===== config.mk =====
export PLATFORM = sky130hd
export DESIGN_NAME = vga_rect_fill
export DESIGN_NICKNAME = d
export VERILOG_FILES = /design/src/rtl/vga_pkg.sv /design/src/rtl/vga_rect_fill.sv
export SDC_FILE = /design/constraint.sdc
export NUM_CORES = 1
export LEC_CHECK = 0
export ABC_CLOCK_PERIOD_IN_PS = 2400
export CORE_AREA = 4 4 78 153
export DETAILED_ROUTE_END_ITERATION = 8
export DIE_AREA = 0 0 82 157
export HOLD_SLACK_MARGIN = 0.12
export PLACE_DENSITY = 0.68
export SLEW_MARGIN = 30
export SYNTH_ARGS = -nofsm -noshare
export SYNTH_HDL_FRONTEND = slang
export SYNTH_SLANG_ARGS = --single-unit

===== constraint.sdc =====
create_clock -name clk -period 2.4 [get_ports clk]
set_input_delay 0.48 -clock clk [delete_from_list [all_inputs] [get_ports clk]]
set_output_delay 0.48 -clock clk [all_outputs]
set_load 0.005 [all_outputs]

===== src/rtl/vga_pkg.sv =====
// vga_pkg: shared VGA geometry, color type and rectangle-fill FSM states
package vga_pkg;
   localparam int SCALE            = 5;
   localparam int BITS_PER_CHANNEL = 1;
   localparam int WIDTH            = 1680 / SCALE;
   localparam int HEIGHT           = 1050 / SCALE;
   localparam int WIDTH2           = $clog2(WIDTH);
   localparam int HEIGHT2          = $clog2(HEIGHT);
   typedef logic [2:0][BITS_PER_CHANNEL-1:0] color_t;
   typedef enum logic [1:0] {S_IDLE, S_SETUP, S_FILL, S_DONE} state_t;
endpackage


===== src/rtl/vga_rect_fill.sv =====
// vga_rect_fill: raster-order solid rectangle filler driving a VGA adapter pixel port
module vga_rect_fill
   import vga_pkg::*;
#(
   parameter int BITS_PER_CHANNEL = 1,
   parameter int WIDTH            = 336,
   parameter int HEIGHT           = 210,
   parameter int WIDTH2           = $clog2(WIDTH),
   parameter int HEIGHT2          = $clog2(HEIGHT)
) (
   input  logic                          clk,
   input  logic                          reset_n,
   input  logic                          i_start,
   output logic                          o_ready,
   input  logic [WIDTH2-1:0]             i_x0,
   input  logic [WIDTH2-1:0]             i_x1,
   input  logic [HEIGHT2-1:0]            i_y0,
   input  logic [HEIGHT2-1:0]            i_y1,
   input  logic [3*BITS_PER_CHANNEL-1:0] i_color,
   output logic [WIDTH2-1:0]             x,
   output logic [HEIGHT2-1:0]            y,
   output logic [3*BITS_PER_CHANNEL-1:0] color,
   output logic                          plot,
   output logic                          o_done
);
   localparam logic [WIDTH2-1:0]  X_MAX = WIDTH2'(WIDTH - 1);
   localparam logic [HEIGHT2-1:0] Y_MAX = HEIGHT2'(HEIGHT - 1);

   logic [1:0]                    r_rst_sync;
   logic                          w_rst_n;
   state_t                        r_state;
   logic [WIDTH2-1:0]             r_x0, r_x1, r_xl, r_xr, r_x;
   logic [HEIGHT2-1:0]            r_y0, r_y1, r_yt, r_yb, r_y;
   logic [3*BITS_PER_CHANNEL-1:0] r_color;
   logic [WIDTH2-1:0]             w_xl, w_xr;
   logic [HEIGHT2-1:0]            w_yt, w_yb;

   // Reset asserts at once, releases two clk edges later
   always_ff @(posedge clk or negedge reset_n)
      if (!reset_n) r_rst_sync <= '0;
      else          r_rst_sync <= {r_rst_sync[0], 1'b1};
   assign w_rst_n = r_rst_sync[1];

   // Order each corner pair, then clamp both ends onto the visible area
   always_comb begin
      w_xl = (r_x0 < r_x1) ? r_x0 : r_x1;
      w_xr = (r_x0 < r_x1) ? r_x1 : r_x0;
      w_yt = (r_y0 < r_y1) ? r_y0 : r_y1;
      w_yb = (r_y0 < r_y1) ? r_y1 : r_y0;
      w_xl = (w_xl > X_MAX) ? X_MAX : w_xl;
      w_xr = (w_xr > X_MAX) ? X_MAX : w_xr;
      w_yt = (w_yt > Y_MAX) ? Y_MAX : w_yt;
      w_yb = (w_yb > Y_MAX) ? Y_MAX : w_yb;
   end

   // Request capture, bound setup and raster walk; counters wrap by compare, never by overflow
   always_ff @(posedge clk or negedge w_rst_n)
      if (!w_rst_n) begin
         r_state <= S_IDLE;
         r_x0    <= '0;
         r_x1    <= '0;
         r_y0    <= '0;
         r_y1    <= '0;
         r_xl    <= '0;
         r_xr    <= '0;
         r_yt    <= '0;
         r_yb    <= '0;
         r_x     <= '0;
         r_y     <= '0;
         r_color <= '0;
      end else begin
         case (r_state)
            S_IDLE:
               if (i_start) begin
                  r_x0    <= i_x0;
                  r_x1    <= i_x1;
                  r_y0    <= i_y0;
                  r_y1    <= i_y1;
                  r_color <= i_color;
                  r_state <= S_SETUP;
               end
            S_SETUP: begin
               r_xl    <= w_xl;
               r_xr    <= w_xr;
               r_yt    <= w_yt;
               r_yb    <= w_yb;
               r_x     <= w_xl;
               r_y     <= w_yt;
               r_state <= S_FILL;
            end
            S_FILL:
               if (r_x == r_xr) begin
                  r_x <= r_xl;
                  if (r_y == r_yb) r_state <= S_DONE;
                  else             r_y <= r_y + 1'b1;
               end else begin
                  r_x <= r_x + 1'b1;
               end
            default: r_state <= S_IDLE;
         endcase
      end

   assign o_ready = (r_state == S_IDLE);
   assign plot    = (r_state == S_FILL);
   assign o_done  = (r_state == S_DONE);
   assign x       = r_x;
   assign y       = r_y;
   assign color   = r_color;
endmodule


==> impl_metrics.ini <==
[placed_design]
detailedPlacementHpwl_um = 8210
placedCellCount = 664
port_buffers = 62
place.gp.congestion = 0.816

[route]
ant_nets = 0
route.vias.total = 3671
wl_per_cell_um = 15.6
detail_route.iter0.violations = 193
viasPerCell = 5.40
drcViolationCount = 0
routed_wirelength_um = 10600
drt-pass1-iter-count = 7

[power]
pwr-share-clk = 0.138
p_leak_uw = 0.00258
power.share.switching = 0.412
power.total_uw = 9200
p_int_uw = 5410
seqPwrFrac = 0.311
power.net_switching_uw = 3790
pwrdens_nw_per_um2 = 1570
ir_drop_v = 0.000621
combinationalPowerShare = 0.551

[critical_path]
cp_cell_sequence = inv_1, ha_1, buf_4, clkdlybuf4s50_1
crit_path_max_incr_delay_ns = 0.50
worst-setup-path-type = reg2out
crit_path_end_kind = output port
required_time_reported_for_the_critical_path_endpoint_ns = 1.92
worstPathArrival_ns = 1.74
crit_slowest_cell = sky130_fd_sc_hd__clkdlybuf4s50_1
worst-path-max-fanout = 8
kind_of_launch_point_of_the_worst_setup_path = register

[synthesis]
ys_ff_latch = 84
synth_top_cell_by_area = sky130_fd_sc_hd__dfrtp_1
synth-simple-area-share = 0.122
synthDistinctLibCells = 55
synth_area_um2 = 4730
ys_warn_count = 0
postSynthCellCount = 463
ys_seq_area_frac = 0.444
synthTopCellsByArea = sky130_fd_sc_hd__dfrtp_1, sky130_fd_sc_hd__mux2_2, sky130_fd_sc_hd__ha_1
synth_area_per_cell_um2 = 10.2
yosysTopAreaCellShare = 0.444
postSynth.asyncResetShare = 1.00
synth.mux.area_fraction = 0.150
synth_compound_gate_area_share = 0.146
synth_xor_xnor_area_share = 0.0389
synth.net_count = 524
largest_family_of_logic_cells_by_synthesized_area = multiplexers
synth-adder-area-share = 0.0555
synth_enable_flop_cells = 0
ys_dominant_reg_cell = sky130_fd_sc_hd__dfrtp_1

[clock_tree]
postCtsSetupRepairBufs = 0
clkLatencyLatePin_ns = 0.33
post_cts.resized_instances = 0
clock_net_sink_count = 84
cts_max_level = 3
cts_tree = done
cts.path.max_buffers = 2
root_buffer = sky130_fd_sc_hd__clkbuf_16
numCtsBuffers = 9
clk_pin_slew_worst_paths_ns = 0.06
holdBufCountCts = 0

[sta]
fin_skew_ns = 0.00496
worst_slew_pin_slew_ns = 0.517
rsz_0062_raised_after_global_routing = false
fmax_achieved_ghz = 0.451
worst_slew_margin_rel = 0.653
hold_viol_final = 0
setup_viol = 0
whs_ns = 0.296
layout_min_cycle_time_ns = 2.22
tns_ns = 0
slew_viol_final = 0
post-route-period-util = 0.923

[die]
chipWidth_um = 82
standard_cell_row_count = 54
initial_utilization = 0.438
dieHeight_um = 157
io-pin-count = 63
floorplan.die_area_um2 = 12900
core_region_um2 = 10800

[cells_and_area]
filler_cell_count = 989
layout.core_utilization = 0.543
area.growth.synth_to_final_pct = 24.1
instances_no_fill = 680
drive_gt1_frac = 0.156
antenna_cells = 0
layout.nets = 596

[flow_run]
timing.max_cap.violations = 0

[grt]
antenna_found_initial = 0
grt_util_all_layers = 0.175
grt_pass1_wl_um = 17500
grt_pass1_vias = 3635
grt_overflow_total = 0
grt_max_degree = 49

[status]
outcome = finished clean

[min_path]
hold_class = reg2async
[state kept, by name, indices dropped and copies added, names as in the netlist]
signal      flops
color           3
r_rst_sync      2
r_state         2
r_x0            9
r_x1            9
r_xl            9
r_xr            9
r_y0            8
r_y1            8
r_yb            8
x               9
y               8
[cell families after synthesis]
family                   Yosys count
multiplexers                      65
AND/OR/NAND/NOR                  122
buffers and inverters             47
adder cells (fa/ha/maj)           21
flip-flops                        84
other                              1
AO/OA/AOI/OAI                    102
XOR/XNOR                          21
[worst max-delay path: cells and delay by family, from the launching register on]
kind	cells	cell delay (ns)
flops	1	0.40
buf+inv	3	0.79
fa+ha+maj	1	0.22
[Yosys cell counts (all sizes together) (3+ instances only)]
master  number
a21oi       37
o21ai       14
xnor2       13
nand3        4
nor2        31
clkbuf      11
a41oi        4
nor2b       11
mux2        45
xor2         8
ha          21
a31oi        7
nand4        5
dfrtp       84
nand2       49
inv         29
mux2i       20
buf          7
and3         8
o21a         3
a221oi       5
o221ai       5
and2         5
o211ai       5
[cell type report]
class	count	area [µm²]	area share
multi-input cells	332	2440	0.415
flip-flops and latches	84	2110	0.359
repair buffers	79	773	0.132
clock buffers	12	246	0.0420
well taps	140	175	0.0298
inverters	29	109	0.0185
clock inverters	4	25.0	0.00426
[placed cells by master, fill, tap and decap left out, drive strengths merged, types with 2 or more instances in the layout]
master         instances
or2                    2
o221a                  2
a311oi                 2
nor3b                  2
mux2i                 20
dfrtp                 84
a221oi                 5
o21ai                 14
o31ai                  2
a221o                  2
a41oi                  4
clkinvlp               2
nor2b                 11
clkinv                 2
clkbuf                12
nand3                  4
a31oi                  7
o311a                  2
a21oi                 37
a21o                   2
a211oi                 2
xnor2                 13
mux2                  45
and2                   5
nor2                  31
clkdlybuf4s50         62
o221ai                 5
nand4                  5
inv                   29
nand2                 49
buf                   17
ha                    21
xor2                   8
nor4                   2
and3                   8
o211ai                 5
o21a                   3
[through the flow]
step	worst slack, ns	area (µm²)
finish	0.185	5870
global route	0.0296	5870
CTS	0.167	5870
detailed placement	0.188	5600
global placement	0.249	5600
floorplan	0.246	4730
[path summary, 6_finish.rpt]
kind | depth (start not counted) | end | slack, ns | startpoint
worst max register to register | 7 | x[6] | 0.19 | r_x0[8]
max in group asynchronous | 1 | x[2] | 1.49 | r_rst_sync[1]
worst min register to register | 0 | color[1] | 0.30 | r_rst_sync[1]
worst min-delay path | 0 | color[1] | 0.30 | r_rst_sync[1]
worst max-delay path | 4 | plot | 0.18 | r_state[0]
min in group clk | 0 | r_rst_sync[1] | 0.36 | r_rst_sync[0]
[power by group through the flow]
stage / logic (µW) / clock network, µW / registers (µW)
global placement: 4920 / 0 / 2850
finish: 5070 / 1270 / 2860
detailed placement: 5090 / 0 / 2890
floorplan: 3560 / 0 / 2720
CTS: 5120 / 1300 / 2860
global route: 5650 / 1350 / 2980
[layer usage]
metal  GRT usage  vias to the layer above  wire [µm]
li1            -                     1796          -
met3      0.0263                       18        402
met4      0.0697                        0        249
met1       0.211                     1772       4310
met2       0.304                       85       5640
met5           0                        -          0
Power figures use the tool's default switching activity.
